File: config.mk
export PLATFORM = sky130hd
export DESIGN_NAME = instruction_fetch_flat
export DESIGN_NICKNAME = d
export VERILOG_FILES = /design/src/rtl/instruction_fetch_pkg.sv /design/src/rtl/instruction_fetch_if.sv /design/src/rtl/instruction_fetch_queue.sv /design/src/rtl/instruction_fetch.sv /design/src/flat_wrapper.sv
export SDC_FILE = /design/constraint.sdc
export NUM_CORES = 1
export LEC_CHECK = 0
export BUFFER_PORTS_ARGS = -buffer_cell sky130_fd_sc_hd__buf_4
export CAP_MARGIN = 20
export CORE_MARGIN = 1
export CORE_UTILIZATION = 56
export DETAILED_ROUTE_END_ITERATION = 8
export GPL_ROUTABILITY_DRIVEN = 0
export PLACE_DENSITY = 0.8
export SETUP_SLACK_MARGIN = 0.1
export SLEW_MARGIN = 20
export SYNTH_ARGS = -nofsm -noshare
export SYNTH_HDL_FRONTEND = slang
export SYNTH_SLANG_ARGS = --single-unit
File: constraint.sdc
create_clock -name clk -period 3.4 [get_ports clk]
set_input_delay 0.34 -clock clk [delete_from_list [all_inputs] [get_ports clk]]
set_output_delay 0.34 -clock clk [all_outputs]
set_load 0.01 [all_outputs]
File: src/rtl/instruction_fetch_pkg.sv
`default_nettype none
`timescale 1ns/1ps
// ============================================================================
//  Module   : instruction_fetch_pkg
//  Purpose  : Shared types and constants for the instruction fetch stage.
//  Revision : 1.0  initial release
// ============================================================================
package instruction_fetch_pkg;

  localparam int          INSTR_WORD_BYTES = 4;
  localparam logic [31:0] INSTR_NOP        = 32'h0000_0013;

  // One buffered fetch result handed to decode
  typedef struct packed {
    logic [31:0] instr;
    logic [31:0] pc;
  } fetch_entry_t;

endpackage
`default_nettype wire

File: src/rtl/instruction_fetch_if.sv
`default_nettype none
`timescale 1ns/1ps
// ============================================================================
//  Module   : instruction_fetch_if
//  Purpose  : Memory request/response, redirect and decode handshake bundle
//             of the instruction fetch stage.
//  Revision : 1.0  initial release
// ============================================================================
interface instruction_fetch_if;

  logic        imem_req_valid;
  logic        imem_req_ready;
  logic [31:0] imem_req_addr;
  logic        imem_rsp_valid;
  logic [31:0] imem_rsp_data;
  logic        redirect_valid;
  logic [31:0] redirect_pc;
  logic        id_valid;
  logic        id_ready;
  logic [31:0] id_instr;
  logic [31:0] id_pc;

  // Fetch stage side
  modport master (
    output imem_req_valid, imem_req_addr, id_valid, id_instr, id_pc,
    input  imem_req_ready, imem_rsp_valid, imem_rsp_data,
           redirect_valid, redirect_pc, id_ready
  );

  // Memory / decode / execute side
  modport slave (
    input  imem_req_valid, imem_req_addr, id_valid, id_instr, id_pc,
    output imem_req_ready, imem_rsp_valid, imem_rsp_data,
           redirect_valid, redirect_pc, id_ready
  );

endinterface
`default_nettype wire

File: src/rtl/instruction_fetch_queue.sv
`default_nettype none
`timescale 1ns/1ps
// ============================================================================
//  Module   : fetch_queue
//  Purpose  : Synchronous FIFO of fetch entries. Flush wins over push/pop;
//             push while full is accepted only together with a pop.
//  Revision : 1.0  initial release
// ============================================================================
module fetch_queue
  import instruction_fetch_pkg::*;
#(
  parameter  int DEPTH = 2,
  localparam int CNT_W = $clog2(DEPTH + 1),
  localparam int PTR_W = (DEPTH > 1) ? $clog2(DEPTH) : 1
) (
  input  wire logic         clk,
  input  wire logic         rst,
  input  wire logic         push,
  input  wire fetch_entry_t push_data,
  input  wire logic         pop,
  input  wire logic         flush,
  output fetch_entry_t      head,
  output logic [CNT_W-1:0]  count,
  output logic              empty,
  output logic              full
);

  fetch_entry_t     r_mem [DEPTH];
  logic [PTR_W-1:0] r_rd_ptr;
  logic [PTR_W-1:0] r_wr_ptr;
  logic [CNT_W-1:0] r_count;
  logic             w_push;
  logic             w_pop;

  function automatic logic [PTR_W-1:0] ptr_inc(input logic [PTR_W-1:0] p);
    return (p == PTR_W'(DEPTH - 1)) ? '0 : p + PTR_W'(1);
  endfunction

  assign empty  = (r_count == '0);
  assign full   = (r_count == CNT_W'(DEPTH));
  assign count  = r_count;
  assign head   = r_mem[r_rd_ptr];
  assign w_pop  = pop && !empty;
  assign w_push = push && (!full || w_pop);

  // Storage, pointers and occupancy
  always_ff @(posedge clk) begin
    if (rst) begin
      r_rd_ptr <= '0;
      r_wr_ptr <= '0;
      r_count  <= '0;
      for (int i = 0; i < DEPTH; i++) begin
        r_mem[i] <= '0;
      end
    end else if (flush) begin
      r_rd_ptr <= '0;
      r_wr_ptr <= '0;
      r_count  <= '0;
    end else begin
      if (w_push) begin
        r_mem[r_wr_ptr] <= push_data;
        r_wr_ptr        <= ptr_inc(r_wr_ptr);
      end
      if (w_pop) begin
        r_rd_ptr <= ptr_inc(r_rd_ptr);
      end
      r_count <= r_count + CNT_W'(w_push) - CNT_W'(w_pop);
    end
  end

endmodule
`default_nettype wire

File: src/rtl/instruction_fetch.sv
`default_nettype none
`timescale 1ns/1ps
// ============================================================================
//  Module   : instruction_fetch
//  Purpose  : Front-end fetch stage. Owns the PC, issues word fetches under a
//             credit limit, buffers in-order responses and hands {instr, pc}
//             to decode. Redirects flush the queue and discard stale
//             in-flight responses.
//  Options  : FETCH_MISALIGN_CHECK_EN adds the fetch_misaligned output and
//             stalls fetch after a redirect to a non word-aligned target.
//  Revision : 1.0  initial release
// ============================================================================
module instruction_fetch
  import instruction_fetch_pkg::*;
#(
  parameter logic [31:0] RESET_PC    = 32'h0000_0000,
  parameter int          QUEUE_DEPTH = 2
) (
  input  wire logic           clk,
  input  wire logic           rst,
  instruction_fetch_if.master bus
`ifdef FETCH_MISALIGN_CHECK_EN
  ,
  output logic                fetch_misaligned
`endif
);

  localparam int CNT_W = $clog2(QUEUE_DEPTH + 1);
  localparam int SUM_W = CNT_W + 2;

  logic [31:0]      r_fetch_pc;
  logic [31:0]      r_resp_pc;
  logic [CNT_W-1:0] r_outstanding;
  logic [CNT_W-1:0] r_drop;

  logic [CNT_W-1:0] w_q_count;
  logic             w_q_empty;
  logic             w_q_full;
  logic             w_q_pop;
  fetch_entry_t     w_q_head;
  fetch_entry_t     w_push_data;

  logic [SUM_W-1:0] w_in_flight;
  logic             w_credit_ok;
  logic             w_hold;
  logic             w_req_fire;
  logic             w_rsp_legal;
  logic             w_rsp_use_drop;
  logic             w_rsp_keep;
  logic [31:0]      w_redirect_target;

`ifdef FETCH_MISALIGN_CHECK_EN
  logic r_misaligned;

  // Sticky misalignment flag, re-evaluated on every redirect
  always_ff @(posedge clk) begin
    if (rst) begin
      r_misaligned <= 1'b0;
    end else if (bus.redirect_valid) begin
      r_misaligned <= (bus.redirect_pc[1:0] != 2'b00);
    end
  end

  assign fetch_misaligned  = r_misaligned;
  assign w_hold            = r_misaligned;
  assign w_redirect_target = bus.redirect_pc;
`else
  assign w_hold            = 1'b0;
  assign w_redirect_target = bus.redirect_pc & ~32'(INSTR_WORD_BYTES - 1);
`endif

  // Every accepted request owns a slot until its entry leaves the queue
  assign w_in_flight = SUM_W'(r_outstanding) + SUM_W'(r_drop) + SUM_W'(w_q_count);
  assign w_credit_ok = (w_in_flight < SUM_W'(QUEUE_DEPTH));

  assign bus.imem_req_valid = !rst && !bus.redirect_valid && w_credit_ok && !w_hold;
  assign bus.imem_req_addr  = r_fetch_pc;
  assign w_req_fire         = bus.imem_req_valid && bus.imem_req_ready;

  // Responses with nothing in flight are ignored; stale ones burn a drop credit
  assign w_rsp_legal    = bus.imem_rsp_valid && ((r_outstanding != '0) || (r_drop != '0));
  assign w_rsp_use_drop = w_rsp_legal && (r_drop != '0);
  assign w_rsp_keep     = w_rsp_legal && (r_drop == '0) && !bus.redirect_valid;

  assign w_push_data = '{instr: bus.imem_rsp_data, pc: r_resp_pc};
  assign w_q_pop     = !w_q_empty && bus.id_ready;

  // PC tracking and outstanding/drop accounting
  always_ff @(posedge clk) begin
    if (rst) begin
      r_fetch_pc    <= RESET_PC;
      r_resp_pc     <= RESET_PC;
      r_outstanding <= '0;
      r_drop        <= '0;
    end else if (bus.redirect_valid) begin
      r_fetch_pc    <= w_redirect_target;
      r_resp_pc     <= w_redirect_target;
      r_outstanding <= '0;
      r_drop        <= r_drop + r_outstanding - CNT_W'(w_rsp_legal);
    end else begin
      if (w_req_fire) begin
        r_fetch_pc <= r_fetch_pc + 32'(INSTR_WORD_BYTES);
      end
      if (w_rsp_keep) begin
        r_resp_pc <= r_resp_pc + 32'(INSTR_WORD_BYTES);
      end
      r_outstanding <= r_outstanding + CNT_W'(w_req_fire) - CNT_W'(w_rsp_keep);
      if (w_rsp_use_drop) begin
        r_drop <= r_drop - CNT_W'(1);
      end
    end
  end

  fetch_queue #(
    .DEPTH (QUEUE_DEPTH)
  ) u_queue (
    .clk       (clk),
    .rst       (rst),
    .push      (w_rsp_keep),
    .push_data (w_push_data),
    .pop       (w_q_pop),
    .flush     (bus.redirect_valid),
    .head      (w_q_head),
    .count     (w_q_count),
    .empty     (w_q_empty),
    .full      (w_q_full)
  );

  assign bus.id_valid = !w_q_empty;
  assign bus.id_instr = w_q_head.instr;
  assign bus.id_pc    = w_q_head.pc;

`ifndef SYNTHESIS
  // Protocol and credit sanity checks
  always_ff @(posedge clk) begin
    if (!rst) begin
      assert (!bus.imem_rsp_valid || w_rsp_legal)
        else $error("instruction_fetch: response with no request in flight");
      assert (!(w_rsp_keep && w_q_full && !w_q_pop))
        else $error("instruction_fetch: queue overflow");
    end
  end
`endif

endmodule
`default_nettype wire

File: src/flat_wrapper.sv
// flat-port wrapper written by rule: the top's interface ports become plain ports
module instruction_fetch_flat import instruction_fetch_pkg::*;
#(
  parameter logic [31:0] RESET_PC    = 32'h0000_0000,
  parameter int          QUEUE_DEPTH = 2
)
  (clk, rst, bus_imem_req_valid, bus_imem_req_addr, bus_id_valid, bus_id_instr, bus_id_pc, bus_imem_req_ready, bus_imem_rsp_valid, bus_imem_rsp_data, bus_redirect_valid, bus_redirect_pc, bus_id_ready);
  instruction_fetch_if bus_i ();
  input  wire logic clk;
  input  wire logic rst;
  output wire logic [$bits(bus_i.imem_req_valid)-1:0] bus_imem_req_valid;
  output wire logic [$bits(bus_i.imem_req_addr)-1:0] bus_imem_req_addr;
  output wire logic [$bits(bus_i.id_valid)-1:0] bus_id_valid;
  output wire logic [$bits(bus_i.id_instr)-1:0] bus_id_instr;
  output wire logic [$bits(bus_i.id_pc)-1:0] bus_id_pc;
  input wire logic [$bits(bus_i.imem_req_ready)-1:0] bus_imem_req_ready;
  input wire logic [$bits(bus_i.imem_rsp_valid)-1:0] bus_imem_rsp_valid;
  input wire logic [$bits(bus_i.imem_rsp_data)-1:0] bus_imem_rsp_data;
  input wire logic [$bits(bus_i.redirect_valid)-1:0] bus_redirect_valid;
  input wire logic [$bits(bus_i.redirect_pc)-1:0] bus_redirect_pc;
  input wire logic [$bits(bus_i.id_ready)-1:0] bus_id_ready;
  assign bus_imem_req_valid = bus_i.imem_req_valid;
  assign bus_imem_req_addr = bus_i.imem_req_addr;
  assign bus_id_valid = bus_i.id_valid;
  assign bus_id_instr = bus_i.id_instr;
  assign bus_id_pc = bus_i.id_pc;
  assign bus_i.imem_req_ready = bus_imem_req_ready;
  assign bus_i.imem_rsp_valid = bus_imem_rsp_valid;
  assign bus_i.imem_rsp_data = bus_imem_rsp_data;
  assign bus_i.redirect_valid = bus_redirect_valid;
  assign bus_i.redirect_pc = bus_redirect_pc;
  assign bus_i.id_ready = bus_id_ready;
  instruction_fetch #(.RESET_PC(RESET_PC), .QUEUE_DEPTH(QUEUE_DEPTH)) u_core (.clk(clk), .rst(rst), .bus(bus_i));
endmodule
==> results of run 1 <==
-- per-stage QoR --
stage | setup slack (ns) | utilization (%) | hold slack (ns) | cell area (um^2) | total power, mW
after floorplan | 0.440 | - | 0.449 | 9410 | 3.01
after global placement | 0.394 | 66.6 | 0.485 | 10700 | 3.22
after detailed placement | 0.276 | 66.6 | 0.492 | 10700 | 3.24
after CTS | 0.212 | 70.3 | 0.121 | 11300 | 5.23
after global routing | 0.130 | 70.3 | 0.129 | 11300 | 5.38
final | 0.271 | 70.3 | 0.136 | 11300 | 5.20
-- tightest hold or removal path, stage by stage --
cell and delay [ns]:
buf_4 0.10, nand2_1 0.04, o21ai_0 0.05
-- report_power, final --
group / total, mW / switching, mW / internal [mW]
clock: 2.01 / 0.899 / 1.11
combinational: 0.512 / 0.268 / 0.244
sequential: 2.69 / 0.0915 / 2.60
total: 5.20 / 1.26 / 3.95
-- state kept, by name, indices dropped and copies added (netlist names), named ones only --
name                      count
u_core.u_queue.r_mem        124
u_core.r_drop                 2
u_core.r_outstanding          2
u_core.bus.imem_req_addr     30
u_core.u_queue.count          2
u_core.u_queue.r_wr_ptr       1
u_core.u_queue.r_rd_ptr       1
u_core.r_resp_pc             30
-- placed cells by master (no fill, tap or decap), types with 4 or more instances in the layout --
master,netlist,routed
a31oi_1,10,10
o21a_1,4,4
and4_1,5,5
edfxtp_1,124,124
mux2_2,63,63
conb_1,1,4
a21boi_0,13,13
inv_1,31,31
buf_4,6,169
xor2_1,10,10
o21ai_0,7,7
o211ai_1,4,4
inv_6,0,5
nor2_1,31,31
xnor2_1,31,31
nand3_1,27,27
ha_1,11,11
a21boi_1,7,7
a21oi_1,25,25
and2_1,130,130
dfxtp_1,69,68
and3_1,9,9
a211oi_1,6,6
o311ai_0,8,8
or3_1,15,15
nand2_1,40,39
clkbuf_16,0,17
nor4_1,7,7
nand4_1,11,11
o31a_1,14,14
nor3_1,15,15
-- layer usage --
metal / up-vias / wire (um) / track usage, %
met3: 26 / 1470 / 5.05
met2: 258 / 9450 / 37.6
met1: 3132 / 8890 / 32.9
met5: - / 0 / 0
met4: 0 / 224 / 7.11
li1: 3214 / - / -
-- cell usage after synthesis (all sizes together), types with 2 or more instances --
cell type,n,area [um^2]
nand2,41,161
xor2,10,87.6
a311oi,3,26.3
o21bai,3,22.5
a21o,2,15.0
and4,8,77.6
o311ai,8,70.1
edfxtp,124,3720
or3,15,93.8
nor2,32,136
dfxtp,69,1380
o21ai,9,45.0
nor4,12,133
nor3,17,95.1
fa,2,40.0
and3,9,56.3
a21oi,25,125
mux2,63,709
buf,15,113
o211ai,5,42.5
nor2b,2,12.5
ha,11,138
xnor2,31,272
a21boi,20,150
o21a,4,30.0
and2,130,813
a31oi,10,62.6
o31a,14,123
a211oi,6,45.0
clkbuf,35,131
mux2i,2,20.0
or2,3,18.8
nand4,14,115
inv,31,116
nand3,27,135
-- worst max path at each step --
stage	startpoint	endpoint	slack, ns	depth (start not counted)
6_report	u_core.r_outstanding[0]	bus_imem_req_valid	0.27	8
5_1_grt	u_core.r_outstanding[0]	bus_imem_req_valid	0.13	8
2_1_floorplan	u_core.r_drop[0]	u_core.u_queue.r_mem[0][10]	0.44	5
4_1_cts	u_core.r_outstanding[0]	bus_imem_req_valid	0.21	8
3_3_place_gp	u_core.r_outstanding[0]	u_core.bus.imem_req_addr[28]	0.39	9
3_5_place_dp	u_core.r_outstanding[0]	u_core.bus.imem_req_addr[18]	0.28	9
-- final cells by class --
cell class / instances / area, um^2 / share of cell area (%)
clock inverter: 15 / 171 / 1.51
tap: 216 / 270 / 2.38
sequential: 193 / 5110 / 45.0
multi-input combinational: 548 / 3960 / 34.9
timing repair buffer: 170 / 1290 / 11.4
clock buffer: 17 / 425 / 3.75
inverter: 31 / 116 / 1.03
-- cell families (layout without fill, tap and decap cells) --
logic type	Yosys count	count (layout)	share of synthesized area, %
compound gates	113	113	8.48
xor+xnor	41	41	3.82
fa+ha+maj	13	13	1.89
buf+inv	81	233	3.83
flops	193	193	54.3
mux	65	65	7.76
other cells	1	4	0.0399
simple gates	312	312	19.8
==> impl_results.md, run 1 <==
* Yosys warns at 0
* CTS tree: yes
* Die Span Y at around 130 um
* Leakage at roughly 4.5 nW
* First-pass GRT wire length at roughly 32000 um
* Predominant post-synthesis flop cell: edfxtp_1
* Vias in the first global route at 6444
* Worst-Margin Slew at ~0.84 ns
* Hold Fails Final Rpt at 0
* Max stage delay on crit path at 0.54 ns
* Clk_lat worst skew at 0.43 ns
* Setup CP Type: flop to output port
* Clk buf depth at 2
* Peak supply drop at approximately 0.00034 V
* CTS Hold Bufs at 0
* # port buffers at ~160
* Worst hold path class: primary input to flop
* DRC at 0
* Clk sink count at 193
* Reg2reg path depth at 8
* Largest net degree at the start of global routing at 63
* Vias per std cell at 5.57
* Crit-path cells: ha_1, fa_1, inv_1, fa_1, nor2b_1, a31o_4, and3_1, buf_4
* H-tree depth at 4
* Max Fclk at around 0.32 GHz
* Fin cells at 1190
* CTS buffer count at 17
* Antenna Nets Post-Route at 0
* Hold depth at 3
* Root Buffer: clkbuf_16
* Die footprint at between 0.015 and 0.02 mm^2
* Period utilization at between 90% and 100%
* Mapped Cells at ~820
* Synthesized cell area at approximately 0.0094 mm^2
* Inst Count DP at roughly 1.2k
* Seq cells post-synth at just under 200
* Grt total ovfl at 0
* Via count at around 6.6k
* Antenna cells at 0
* CP bufs+invs at 2
* Gr usage total at a little under a quarter
* Setup TNS at 0 ns
* Area grow syn2layout at 20.6%
* Distinct cells, synth at 57
* Drt total wl at between 20000 and 25000 um
* Hold EP: u_core.bus.imem_req_addr[12]
* Pwr/cell area at between 400 and 500 mW/mm^2
* Site Rows at 46
* WL/cell at 16.8 um
* Required time worst endpoint at 3.06 ns
* Critical-path maximum fanout at 10
* CORE AREA at around 0.016 mm^2
* NumNets Final at about 1.0k
* Max_cap viols at 0
* Hpwl dp at 13500 um
* Initial Utilization at roughly 60%
* Unrepaired setup endpoints after global routing: false
* Startpoint Class: flop
* Clock skew at ~0.0064 ns
* I/O Pins at approximately 170
* Share of the yosys chip area belonging to registers at 54.3%
* CTS clock-pin slew for the worst setup and hold paths at 0.07 ns
* # fillers at around 1.2k
* Outcome: completed
* CTS resizes at 0
* Hold Startpoint: bus_redirect_pc[12]
* Max-slew violations at 0
* Share of post-route cells with drive strength above 1 at between 20% and 30%
* Worst flop-to-flop path endpoint: u_core.bus.imem_req_addr[29]
* Async S/R FF share, synth at 0%
* Setup bufs post-CTS at 0
* CP delay by family, top: adder cells
* Initial drt markers at about 490
* CP Capture Type: output port
* DRT Pass-1 Iters at 7
* CP dominant cell by count: fa_1
* Finish-stage setup viols at 0
* Crit-path slowest cell: fa_1
* Worst reg2reg startpoint: u_core.r_outstanding[0]
* Relative max-transition margin at 44.1%
* Minimum clock period at around 3.1 ns
* Data arrival, critical path at between 2 and 3 ns
* Number of synthesized flops with an enable pin at 124
* Initial antenna violation count at 0
* R2R setup slack at 0.38 ns
* Avg Cell Area, Syn at approximately 11 um^2
* Die X-Extent at between 100 and 150 um
(Power assumes the default switching activity.)
==> inputs of run 2 (changes only) <==
--- a/config.mk
+++ b/config.mk
@@ -8,12 +8,13 @@
 export BUFFER_PORTS_ARGS = -buffer_cell sky130_fd_sc_hd__buf_4
 export CAP_MARGIN = 20
 export CORE_MARGIN = 1
-export CORE_UTILIZATION = 56
+export CORE_UTILIZATION = 57
 export DETAILED_ROUTE_END_ITERATION = 8
 export GPL_ROUTABILITY_DRIVEN = 0
-export PLACE_DENSITY = 0.8
+export PLACE_DENSITY = 0.81
 export SETUP_SLACK_MARGIN = 0.1
 export SLEW_MARGIN = 20
 export SYNTH_ARGS = -nofsm -noshare
 export SYNTH_HDL_FRONTEND = slang
+export SYNTH_HIERARCHICAL = 1
 export SYNTH_SLANG_ARGS = --single-unit
==> impl_results.md, run 2 <==
* Unrepaired setup endpoints after global routing: false (unchanged)
* Max stage delay on crit path at 0.48 ns (was 0.54 ns)
* Site Rows at 47 (was 46)
* Hold depth at 2 (was 3)
* Max Fclk at 0.329 GHz (was 0.320 GHz)
* Drt total wl at 21900 um (was 20000 um)
* DRC at 0 (unchanged)
* Hpwl dp at 14700 um (was 13500 um)
* CTS clock-pin slew for the worst setup and hold paths at 0.07 ns (about the same)
* Reg with most FFs: u_core/u_queue/r_mem (was u_core.u_queue.r_mem)
* Gr usage total at 24.9% (was 23.8%)
* Finish-stage setup viols at 0 (unchanged)
* Area grow syn2layout at 19.7% (was 20.6%)
* Worst-Margin Slew at 0.687 ns (was 0.838 ns)
* Antenna cells at 0 (unchanged)
* Peak supply drop at 0.000363 V (was 0.000337 V)
* Reg2reg path depth at 9 (was 8)
* Data arrival, critical path at 3.37 ns (was 2.79 ns)
* First-pass GRT wire length at 34300 um (was 32500 um)
* Clk sink count at 197 (was 193)
* CORE AREA at 0.0168 mm^2 (was 0.0161 mm^2)
* Met3 track utilization from global routing at 4.64% (was 5.05%)
* Leakage at 4.59 nW (was 4.46 nW)
* Die footprint at 0.0178 mm^2 (was 0.0173 mm^2)
* Minimum clock period at 3.04 ns (was 3.13 ns)
* WL/cell at 17.6 um (was 16.8 um)
* Clk buf depth at 2 (unchanged)
* I/O Pins at 168 (unchanged)
* Hold slack at 0.189 ns (was 0.136 ns)
* GRT busiest layer: met2 (unchanged)
* Max_cap viols at 0 (unchanged)
* Root Buffer: clkbuf_16 (unchanged)
* Largest net degree at the start of global routing at 66 (was 63)
* Mapped Cells at 868 (was 819)
* Max reg flops at 128 (was 124)
* Pwr/cell area at 445 mW/mm^2 (was 459 mW/mm^2)
* CTS Hold Bufs at 0 (unchanged)
* Worst hold path class: primary input to flop (unchanged)
* Period utilization at 89.5% (was 92.0%)
* NumNets Final at 1096 (was 1044)
* Vias in the first global route at 6775 (was 6444)
* Clock skew at 0.00894 ns (was 0.00645 ns)
* Die Span Y at 134 um (was 132 um)
* CP Capture Type: flop (was output port)
* Avg Cell Area, Syn at 11.4 um^2 (was 11.5 um^2)
* Setup bufs post-CTS at 0 (unchanged)
* Critical-path maximum fanout at 16 (was 10)
* Commonest non-fill, non-tap cells in the layout: buf_4, edfxtp_1, and2_1, dfxtp_1, mux2_2 (was buf_4, and2_1, edfxtp_1, dfxtp_1, mux2_2)
* Crit-path cells: inv_1, fa_1, inv_1, ha_1, nor4bb_2, buf_12, nand3_1, o31a_1, o31a_1 (was ha_1, fa_1, inv_1, fa_1, nor2b_1, a31o_4, and3_1, buf_4)
* DRT Pass-1 Iters at 4 (was 7)
* # port buffers at 163 (was 161)
* Crit-path slowest cell: fa_1 (unchanged)
* Antenna Nets Post-Route at 0 (unchanged)
* Routing usage on met2 at 40.8% (was 37.6%)
* Relative max-transition margin at 53.8% (was 44.1%)
* Startpoint Class: flop (unchanged)
* Outcome: completed (unchanged)
* Met1 GRT Util at 32.9% (about the same)
* Hold Fails Final Rpt at 0 (unchanged)
* Synthesized cell area at 0.00987 mm^2 (was 0.00940 mm^2)
* # fillers at 1246 (was 1201)
* Setup CP Type: flop to flop (was flop to output port)
* Initial Utilization at 58.9% (was 58.3%)
* Share of post-route cells with drive strength above 1 at 30.0% (was 29.6%)
* Yosys warns at 6 (was 0)
* H-tree depth at 4 (unchanged)
* Clk_lat worst skew at 0.43 ns (about the same)
* CTS buffer count at 17 (unchanged)
* Initial antenna violation count at 0 (unchanged)
* CTS resizes at 0 (unchanged)
* Initial drt markers at 516 (was 488)
* Max-slew violations at 0 (unchanged)
* Commonest non-fill, non-tap cell in the layout: buf_4 (unchanged)
* Vias per std cell at 5.86 (was 5.57)
* CTS tree: yes (unchanged)
* Die X-Extent at 134 um (was 132 um)
* Via count at 7311 (was 6630)
* Setup TNS at 0 ns (unchanged)
* Required time worst endpoint at 3.73 ns (was 3.06 ns)
* Grt total ovfl at 0 (unchanged)
==> run 2: area by class of cell <==
| type | instances | area (um^2) | area share, % |
|---|---|---|---|
| Clock buffer | 17 | 425 | 3.60 |
| Sequential cell | 197 | 5230 | 44.3 |
| Timing Repair Buffer | 175 | 1360 | 11.5 |
| Clock inverter | 15 | 164 | 1.39 |
| Multi-Input combinational cell | 594 | 4250 | 36.0 |
| Tap cell | 220 | 275 | 2.33 |
| Inverter | 29 | 109 | 0.922 |
==> run 2: worst max-delay path: cells and delay by family, from the launching register on <==
family,cells,cell delay [ns]
adder cells (fa/ha/maj),2,0.80
AND/OR/NAND/NOR,2,0.74
AO/OA/AOI/OAI,2,0.62
flip-flops,1,0.43
buffers and inverters,3,0.34
==> run 2: final timing paths <==
path	startpoint	endpoint	slack, ns
max reg2reg	u_core/u_queue/count[1]	u_core/bus.imem_req_addr[28]	0.36
min	bus_imem_rsp_data[24]	u_core/u_queue/r_mem[0][56]	0.19
min reg2reg	u_core/r_resp_pc[18]	u_core/r_resp_pc[18]	0.54
max	u_core/u_queue/count[1]	u_core/bus.imem_req_addr[28]	0.36
==> run 2: metal layers <==
layer / share of wire (%) / vias up / wire length [um]
met2: 49 / 284 / 10600
met3: 7.2 / 33 / 1570
met4: 1.8 / 0 / 399
met5: 0 / - / 0
li1: - / 3504 / -
met1: 42 / 3490 / 9270
==> run 2: power by group <==
group          switching, mW  total, mW  internal (mW)
logic                  0.261      0.514          0.252
clock network          0.946       1.99           1.04
registers              0.101       2.75           2.65
total                   1.31       5.25           3.94
==> run 2: per-stage QoR <==
step           utilization, %  setup slack, ns  instance area (um^2)  std cells  total power, mW
2_1_floorplan               -            0.334                  9890        873             3.05
3_3_place_gp             66.9            0.451                 11200       1215             3.29
3_5_place_dp             66.9            0.375                 11200       1215             3.31
4_1_cts                  70.5            0.345                 11800       1247             5.27
5_1_grt                  70.5            0.149                 11800       1247             5.44
6_report                 70.5            0.358                 11800       1247             5.25
